<file path="src/rtl/tx_packet_buf_if.sv">
// ---------------------------------------------------------------------------
// tx_packet_buf_if
// Bundles the register-wrapper strobes and the downstream byte stream of
// tx_packet_buf into one port.
//
//   len_wr_en      strobe: write data_in to the length register
//   pkt_wr_en      strobe: append data_in to the packet buffer
//   data_in  [7:0] write data from the register wrapper
//   stat_rd_en     strobe: read status (clears ovf/unf on the next edge)
//   start          request to transmit the buffered packet
//   len_data_out   current length register value
//   stat_data_out  {busy, ovf, unf, 5'b0}
//   out_valid      byte presented downstream
//   out_ready      downstream accepts the byte
//   out_data [7:0] packet byte
//   out_last       final byte of the packet
//   busy           block is transmitting
//
// master: register wrapper + downstream sink side; slave: tx_packet_buf.
// ---------------------------------------------------------------------------
interface tx_packet_buf_if;
    logic       len_wr_en;
    logic       pkt_wr_en;
    logic [7:0] data_in;
    logic       stat_rd_en;
    logic       start;
    logic [7:0] len_data_out;
    logic [7:0] stat_data_out;
    logic       out_valid;
    logic       out_ready;
    logic [7:0] out_data;
    logic       out_last;
    logic       busy;

    modport master (
        output len_wr_en, pkt_wr_en, data_in, stat_rd_en, start, out_ready,
        input  len_data_out, stat_data_out, out_valid, out_data, out_last, busy
    );

    modport slave (
        input  len_wr_en, pkt_wr_en, data_in, stat_rd_en, start, out_ready,
        output len_data_out, stat_data_out, out_valid, out_data, out_last, busy
    );
endinterface

</file>
<file path="src/rtl/tx_packet_buf.sv">
// ---------------------------------------------------------------------------
// tx_packet_buf
// Byte packet buffer for the DAC/LVDS transmit path. The register wrapper
// loads a length and appends bytes; start replays bytes 0..len-1 onto a
// valid/ready stream, one byte per cycle when the sink is ready.
//
// Ports:
//   clk      block clock, rising edge
//   reset_n  asynchronous active-low reset
//   bus      tx_packet_buf_if.slave (register strobes, status, byte stream)
//
// Parameter:
//   DEPTH    buffer size in bytes, power of two, 4..128
//
// Build option:
//   TX_PKT_REPLAY_EN  when defined, count/wr_ptr survive a transmission so a
//                     later start resends the same packet; otherwise the
//                     buffer empties when the packet completes.
//
// state | meaning
// ------+-----------------------------------------------------------------
// IDLE  | accepting length/byte writes, waiting for a valid start
// SEND  | presenting bytes 0..len-1 downstream, busy high
// ---------------------------------------------------------------------------
module tx_packet_buf #(
    parameter int DEPTH = 64
) (
    input  logic            clk,
    input  logic            reset_n,
    tx_packet_buf_if.slave  bus
);

    localparam int AW = $clog2(DEPTH);
    localparam logic [AW:0]   DEPTH_CNT = (AW+1)'(DEPTH);
    localparam logic [7:0]    DEPTH_LEN = 8'(DEPTH);
    localparam logic [AW-1:0] ONE_IDX   = 1;
    localparam logic [AW:0]   ONE_CNT   = 1;

    typedef enum logic {
        IDLE = 1'b0,
        SEND = 1'b1
    } state_t;

    state_t          state_q, state_d;
    logic [7:0]      len_q, len_d;
    logic [AW:0]     count_q, count_d;
    logic [AW-1:0]   wr_ptr_q, wr_ptr_d;
    logic [AW-1:0]   rd_idx_q, rd_idx_d;
    logic            ovf_q, ovf_d;
    logic            unf_q, unf_d;
    logic            out_valid_q, out_valid_d;
    logic            out_last_q, out_last_d;
    logic [7:0]      out_data_q, out_data_d;
    logic            busy_q, busy_d;

    logic [7:0]      mem [DEPTH];

    logic            start_ok;
    logic            start_acc;
    logic            pkt_acc;
    logic            ovf_set;
    logic            unf_set;
    logic [7:0]      count_b;
    logic [AW-1:0]   next_idx;
    logic            next_is_last;

    // len never exceeds DEPTH (<= 128), so an 8-bit compare is exact.
    assign count_b      = 8'(count_q);
    assign start_ok     = (len_q != 8'd0) && (count_b >= len_q);
    assign start_acc    = (state_q == IDLE) && bus.start && start_ok;
    assign next_idx     = rd_idx_q + ONE_IDX;
    assign next_is_last = (8'(next_idx) == (len_q - 8'd1));

    always_comb begin
        state_d     = state_q;
        len_d       = len_q;
        count_d     = count_q;
        wr_ptr_d    = wr_ptr_q;
        rd_idx_d    = rd_idx_q;
        out_valid_d = out_valid_q;
        out_last_d  = out_last_q;
        out_data_d  = out_data_q;
        busy_d      = busy_q;
        pkt_acc     = 1'b0;
        ovf_set     = 1'b0;
        unf_set     = 1'b0;

        case (state_q)
            IDLE: begin
                if (bus.len_wr_en) begin
                    len_d = (bus.data_in > DEPTH_LEN) ? DEPTH_LEN : bus.data_in;
                end

                if (bus.start) begin
                    if (start_ok) begin
                        // First byte is loaded on the accepting edge so it is
                        // on the bus together with the first out_valid.
                        state_d     = SEND;
                        busy_d      = 1'b1;
                        out_valid_d = 1'b1;
                        rd_idx_d    = '0;
                        out_data_d  = mem[0];
                        out_last_d  = (len_q == 8'd1);
                    end else begin
                        unf_set = 1'b1;
                    end
                end

                if (bus.pkt_wr_en) begin
                    // A write racing an accepted start would land behind the
                    // packet being sent; drop it and flag it instead.
                    if ((count_q < DEPTH_CNT) && !start_acc) begin
                        pkt_acc  = 1'b1;
                        wr_ptr_d = wr_ptr_q + ONE_IDX;
                        count_d  = count_q + ONE_CNT;
                    end else begin
                        ovf_set = 1'b1;
                    end
                end
            end

            SEND: begin
                if (bus.pkt_wr_en) begin
                    ovf_set = 1'b1;
                end

                if (out_valid_q && bus.out_ready) begin
                    if (out_last_q) begin
                        state_d     = IDLE;
                        busy_d      = 1'b0;
                        out_valid_d = 1'b0;
                        out_last_d  = 1'b0;
`ifndef TX_PKT_REPLAY_EN
                        count_d     = '0;
                        wr_ptr_d    = '0;
`endif
                    end else begin
                        rd_idx_d    = next_idx;
                        out_data_d  = mem[next_idx];
                        out_last_d  = next_is_last;
                    end
                end
            end

            default: begin
                state_d = IDLE;
            end
        endcase

        // A flag-setting event in the read cycle survives the read-clear.
        ovf_d = ovf_set | (ovf_q & ~bus.stat_rd_en);
        unf_d = unf_set | (unf_q & ~bus.stat_rd_en);
    end

    always_ff @(posedge clk or negedge reset_n) begin
        if (!reset_n) begin
            state_q     <= IDLE;
            len_q       <= '0;
            count_q     <= '0;
            wr_ptr_q    <= '0;
            rd_idx_q    <= '0;
            ovf_q       <= 1'b0;
            unf_q       <= 1'b0;
            out_valid_q <= 1'b0;
            out_last_q  <= 1'b0;
            out_data_q  <= '0;
            busy_q      <= 1'b0;
        end else begin
            state_q     <= state_d;
            len_q       <= len_d;
            count_q     <= count_d;
            wr_ptr_q    <= wr_ptr_d;
            rd_idx_q    <= rd_idx_d;
            ovf_q       <= ovf_d;
            unf_q       <= unf_d;
            out_valid_q <= out_valid_d;
            out_last_q  <= out_last_d;
            out_data_q  <= out_data_d;
            busy_q      <= busy_d;
        end
    end

    // Buffer storage is not reset; only bytes below count are ever read.
    always_ff @(posedge clk) begin
        if (pkt_acc) begin
            mem[wr_ptr_q] <= bus.data_in;
        end
    end

    assign bus.len_data_out  = len_q;
    assign bus.stat_data_out = {busy_q, ovf_q, unf_q, 5'b0};
    assign bus.out_valid     = out_valid_q;
    assign bus.out_last      = out_last_q;
    assign bus.out_data      = out_data_q;
    assign bus.busy          = busy_q;

endmodule

</file>
<file path="src/flat_wrapper.sv">
// flat-port wrapper written by rule: the top's interface ports become plain ports
module tx_packet_buf_flat 
#(
    parameter int DEPTH = 64
)
  (clk, reset_n, bus_len_wr_en, bus_pkt_wr_en, bus_data_in, bus_stat_rd_en, bus_start, bus_out_ready, bus_len_data_out, bus_stat_data_out, bus_out_valid, bus_out_data, bus_out_last, bus_busy);
  tx_packet_buf_if bus_i ();
  input  logic clk;
  input  logic reset_n;
  input wire logic [$bits(bus_i.len_wr_en)-1:0] bus_len_wr_en;
  input wire logic [$bits(bus_i.pkt_wr_en)-1:0] bus_pkt_wr_en;
  input wire logic [$bits(bus_i.data_in)-1:0] bus_data_in;
  input wire logic [$bits(bus_i.stat_rd_en)-1:0] bus_stat_rd_en;
  input wire logic [$bits(bus_i.start)-1:0] bus_start;
  input wire logic [$bits(bus_i.out_ready)-1:0] bus_out_ready;
  output wire logic [$bits(bus_i.len_data_out)-1:0] bus_len_data_out;
  output wire logic [$bits(bus_i.stat_data_out)-1:0] bus_stat_data_out;
  output wire logic [$bits(bus_i.out_valid)-1:0] bus_out_valid;
  output wire logic [$bits(bus_i.out_data)-1:0] bus_out_data;
  output wire logic [$bits(bus_i.out_last)-1:0] bus_out_last;
  output wire logic [$bits(bus_i.busy)-1:0] bus_busy;
  assign bus_i.len_wr_en = bus_len_wr_en;
  assign bus_i.pkt_wr_en = bus_pkt_wr_en;
  assign bus_i.data_in = bus_data_in;
  assign bus_i.stat_rd_en = bus_stat_rd_en;
  assign bus_i.start = bus_start;
  assign bus_i.out_ready = bus_out_ready;
  assign bus_len_data_out = bus_i.len_data_out;
  assign bus_stat_data_out = bus_i.stat_data_out;
  assign bus_out_valid = bus_i.out_valid;
  assign bus_out_data = bus_i.out_data;
  assign bus_out_last = bus_i.out_last;
  assign bus_busy = bus_i.busy;
  tx_packet_buf #(.DEPTH(DEPTH)) u_core (.clk(clk), .reset_n(reset_n), .bus(bus_i));
endmodule
</file>
<file path="config.mk">
export PLATFORM = sky130hd
export DESIGN_NAME = tx_packet_buf_flat
export DESIGN_NICKNAME = d
export VERILOG_FILES = /design/src/rtl/tx_packet_buf_if.sv /design/src/rtl/tx_packet_buf.sv /design/src/flat_wrapper.sv
export SDC_FILE = /design/constraint.sdc
export NUM_CORES = 1
export LEC_CHECK = 0
export CORE_MARGIN = 4
export CORE_UTILIZATION = 55
export CTS_CLUSTER_DIAMETER = 30
export DETAILED_ROUTE_END_ITERATION = 8
export GPL_TIMING_DRIVEN = 0
export PLACE_DENSITY = 0.74
export SKIP_CTS_REPAIR_TIMING = 1
export SLEW_MARGIN = 20
export SYNTH_ARGS = -nofsm -noshare
export SYNTH_HDL_FRONTEND = slang
export SYNTH_SLANG_ARGS = --single-unit
</file>
<file path="constraint.sdc">
create_clock -name clk -period 7 [get_ports clk]
set_input_delay 1.05 -clock clk [delete_from_list [all_inputs] [get_ports clk]]
set_output_delay 1.05 -clock clk [all_outputs]
set_load 0.03 [all_outputs]
</file>
* Word level (Yosys, flattened, before mapping)
Memories as Yosys holds them, arrays and structs flattened. Cells that the tools add are included.
Storage, ports and cells: output and inout bits 27, bits of input ports 15, register bits after elaboration 40, memories 1, bits in writable memories 512, word-level logic and storage cells 93, memory bits (read-only) 0, latch bits 0
Operators by class: shift operators 0, mux-type cells 48, equal/unequal tests 9, $add $sub $neg 4, reductions and logical operators 12, multipliers 0, bitwise logic cells 6, div/mod/pow operators 0, magnitude comparators 3
Memories:
- u_core.mem | depth 64, bits a word 8, read ports 2, clocked after Yosys merged registers in 0, write ports 1, line tx_packet_buf.sv:56 | logic [7:0] mem [DEPTH];
Operators with widths (number):
- $mux W6 | 8
- $mux W8 | 5
- $mux W7 | 4
- $pmux W6 S2 | 2
- $mux W1 | 23
- $pmux W8 S2 | 1
- $pmux W7 S2 | 1
- $add A6 B1 Y6 const B | 2
- $ne A2 B2 Y1 const B | 6
- $reduce_and A4 Y1 | 3
- $eq A6 B8 Y1 | 1
- $eq A8 B1 Y1 const B | 1
- $ge A7 B8 Y1 | 1
- $gt A8 B7 Y1 const B | 1
- $pmux W1 S2 | 4
- $reduce_bool A8 Y1 | 1
- $sub A8 B1 Y8 const B | 1
- $add A7 B1 Y7 const B | 1
- $lt A7 B7 Y1 const B | 1
- $logic_and A1 B1 Y1 | 5
- $reduce_and A3 Y1 | 1
- $and A1 B1 Y1 | 2
- $ne A2 B1 Y1 const B | 1
- $not A1 Y1 | 2
- 3 further kinds | 4

* Depth between registers and ports, before layout
depth in word-level cells 10, mapped depth 12, depth with buffers taken out 9

* Least setup slack after synthesis
OpenSTA, ideal clock, no wires.
kind flip-flop to flip-flop, start register u_core.len_q[5], in the netlist u_core.bus.len_data_out[5], end memory u_core.mem[24][0], enable pin, setup slack 3.888 ns, stages on the path, launching flop included 11, data arrival time 2.741 ns, path buffers 1, clock period less this slack 3.112 ns, data required time 6.629 ns, library setup time 0.371 ns, cell sequence dfrtp_1 inv_1 ha_1 a21o_1 a21oi_1 nor2_1 a21oi_1 nor3_1 or4_1 clkbuf_1 nor2_1
Between the ends: longest elaborated chain between the ends 10, elaborated cells on any way between the ends 11, those cells by class order compare: 1; mux: 5; reduce/logical: 5
Ends and longest elaborated chain:
- start, declared | line tx_packet_buf.sv:45 | logic [7:0] len_q, len_d;
- start signal, assigned | line tx_packet_buf.sv:170 | len_q <= len_d;
- $ge A7 B8 Y1 or $reduce_bool A8 Y1 (tied branches) | line tx_packet_buf.sv:69 | assign start_ok = (len_q != 8'd0) && (count_b >= len_q);
- $logic_and A1 B1 Y1 (*) | line tx_packet_buf.sv:69
- $logic_and A1 B1 Y1 (*) | line tx_packet_buf.sv:70 | assign start_acc = (state_q == IDLE) && bus.start && start_ok;
- $logic_not A1 Y1 (*) | line tx_packet_buf.sv:112 | if ((count_q < DEPTH_CNT) && !start_acc) begin
- $logic_and A1 B1 Y1 (*) | line tx_packet_buf.sv:112
- $mux W1 (*) | line tx_packet_buf.sv:112
- $mux W1 (*) | line tx_packet_buf.sv:109 | if (bus.pkt_wr_en) begin
- $mux W1 (*) | line tx_packet_buf.sv:88 | case (state_q)
- $mux W1 (*) | line tx_packet_buf.sv:185 | if (pkt_acc) begin
- $mux W1 (implied by the code) (*) | line tx_packet_buf.sv:186 | mem[wr_ptr_q] <= bus.data_in;
- end, declared | line tx_packet_buf.sv:56
Every way passes the cells marked *; elsewhere a longest branch is shown, timed or not.

* Worst setup path in the final report
start register u_core.len_q[5], in the netlist u_core.bus.len_data_out[5], end memory u_core.mem[17][0], enable pin
The elaborated chain is that of the path after synthesis.

==> metrics.txt <==
fmax 227.1 MHz; WP data required 7.25 ns; Starting Density a little under three fifths; first-pass GRT wire length 85.53 mm; # clock sinks ~550; Via-to-Cell Ratio 6.365; crit path max fanout 10; P_sw 0.003193 W; TritonCTS clock tree yes; CP arrival 4.66 ns; antenna cells 0; Clock Path Buffers 3; antenna violations before repair 1; worst skew pair latency between 0.6 and 0.7 ns; Core Util, Final between 60% and 70%; First DRT Iteration DRCs around 1500; CTS buffer count 98; Final setup viols 0; Std-Cell Rows 73; die area about 44000 um2; endpoints failing hold 0; largest net degree at the start of global routing 67; Period minus WS final 4.403 ns; post-synth top area share approximately two thirds; Post-synth EDFFs 512; Worst Tran Pin Value ~1 ns; clock group share of total power 42.4%; max_cap viols 0; Die Width 210.1 um; clk slew on worst S/H paths 0.05 ns; WL/cell 28.54 um; final period utilization between 60% and 70%; Hold Worst Slack around 0.4 ns; final net count roughly 1400; Max H-tree Level 3; global-route usage over all layers 26.37%; Residual DRC 0; Root Driver clkbuf_16; type of origin of the critical path flip-flop; combinational share of power 22.1%; Synth Register Bits approximately 550; outcome complete, no violations; Fill cells 2601; hpwl dp 35.08 mm; share of power burned in registers 35.5%; Die Span Y 210.1 um; worst IR drop on VDD about 0.20 mV; Yosys warning count 0; io pins 42; largest cells by area after synthesis edfxtp_1 68%, mux4_2 11%, dfrtp_1 4.5%; Worst slew margin 32.72%; Tot Pwr around 0.011 W; via count 12830; switching share of total power slightly below 30%; Initial DRT Pass Iterations 8; commonest non-fill, non-tap cells in the layout 512 x edfxtp_1, 114 x nand2_1, 114 x mux4_2; Post-DP Area 23560 um2; Static Leak 8.957 nW; synth-to-layout area growth 19.38%; GP Congestion 0.9273; port buffer count 36; mean area per synthesized cell 17.80 um2; commonest non-fill, non-tap cell in the layout edfxtp_1; Detailed Route WL between 50 and 60 mm; pwr/cell area 406.4 nW/um2; Seq/Total Area, Yosys 72.89%; TNS Setup 0 ns; unrepaired setup endpoints after global routing no; Pint 0.007705 W; Synth cell types 70; Clock Skew around 0.034 ns; Core ar. 40100 um2; post-route cell area 26820 um2; layout cells sized above 1 a little under a quarter; Mapped Cells 1262; async set-reset flop share out of synthesis 7.246%; HP Class in2async; area leader, netlist edfxtp_1; total gr overflow 0; post-synthesis cell area ~22000 um2; Final Slew Violations 0; Main synth FF type edfxtp_1; critical path type reg2reg; vias in the first global route 12970; post-route ant nets 0; crit end category flip-flop
layout make-up:
class	instances	area (um2)	share of cell area, %
Multi-Input combinational cell	623	5609	20.92
Timing Repair Buffer	40	422.9	1.577
Clock buffer	112	2579	9.616
Buffer	76	439.2	1.638
Sequential cell	552	16380	61.06
Inverter	15	56.30	0.2099
Clock inverter	72	679.4	2.533
Tap cell	525	656.9	2.449
stage by stage:
| step | instances | worst slack (ns) |
|---|---|---|
| after detailed placement | 1831 | 2.656 |
| after CTS | 2015 | 2.796 |
| after floorplan | 1266 | 3.888 |
| after global placement | 1827 | 2.187 |
| after global routing | 2015 | 2.501 |
| final | 2015 | 2.597 |
final timing paths:
kind / from / endpoint / slack [ns] / cells after the start
worst min-delay path: reset_n / u_core.bus.len_data_out[4] / 0.40 / 1
worst max register to register: u_core.bus.len_data_out[5] / u_core.mem[17][0] / 2.60 / 10
max in group asynchronous: reset_n / u_core.rd_idx_q[1] / 6.07 / 2
min in group clk: u_core.bus.out_data[0] / u_core.bus.out_data[0] / 0.51 / 1
worst max-delay path: u_core.bus.len_data_out[5] / u_core.mem[17][0] / 2.60 / 10
worst min register to register: u_core.bus.out_data[0] / u_core.bus.out_data[0] / 0.51 / 1
power groups by stage:
stage          clock, W  sequential [W]  combinational [W]
2_1_floorplan         0         0.00395            0.00150
3_3_place_gp          0         0.00393            0.00232
3_5_place_dp          0         0.00393            0.00235
4_1_cts         0.00465         0.00387            0.00238
5_1_grt         0.00483         0.00388            0.00254
6_report        0.00462         0.00387            0.00241
synthesized netlist by cell type, types with 6 or more instances:
cell / number
nor2_1: 100
a21oi_1: 12
a2111oi_0: 6
a22o_1: 8
a221o_1: 7
or4_1: 6
nor3_1: 8
nor4_1: 9
a32o_1: 8
inv_1: 15
a211oi_1: 7
mux2i_1: 22
and3_1: 11
a31oi_1: 10
edfxtp_1: 512
buf_2: 17
a32oi_1: 7
mux4_2: 114
nand3_1: 45
buf_4: 23
xnor2_1: 11
o21ai_0: 12
clkbuf_1: 26
nand2_1: 114
and2_1: 11
ha_1: 12
o21a_1: 10
dfrtp_1: 40
routing by layer:
layer  part of all wire, %  track usage, %  up-vias
met5                 0.012               0        -
met3                    11           7.784      168
met1                    38           36.35     6492
met2                    47           39.99      806
li1                      -               -     5358
met4                   4.4           11.21        2
worst max-delay path, cell delays in order, from the launching register on:
cell	delay, ns
dfrtp_1	0.49
inv_1	0.11
ha_1	0.32
a21o_1	0.18
a21oi_1	0.13
nor2_1	0.05
a21oi_1	0.36
o21ba_2	0.25
clkbuf_1	0.39
nand3_1	0.78
nor2_1	0.95
sequential cells by signal, indices dropped and copies added (netlist names):
| register | flops |
|---|---|
| u_core.state_q | 1 |
| u_core.ovf_q | 1 |
| u_core.unf_q | 1 |
| u_core.rd_idx_q | 6 |
| u_core.bus.len_data_out | 8 |
| u_core.bus.out_valid | 1 |
| u_core.bus.out_data | 8 |
| u_core.bus.out_last | 1 |
| u_core.count_q | 7 |
| u_core.mem | 512 |
| u_core.wr_ptr_q | 6 |
cell families after synthesis:
family          after synthesis  synth area share (%)
xor+xnor                     19                0.8912
simple gates                331                 6.717
fa+ha+maj                    12                0.6683
buf+inv                      91                 2.205
mux                         138                 12.51
compound gates              118                 4.099
other cells                   1               0.01669
flops                       552                 72.89
Power figures use the tool's default switching activity.
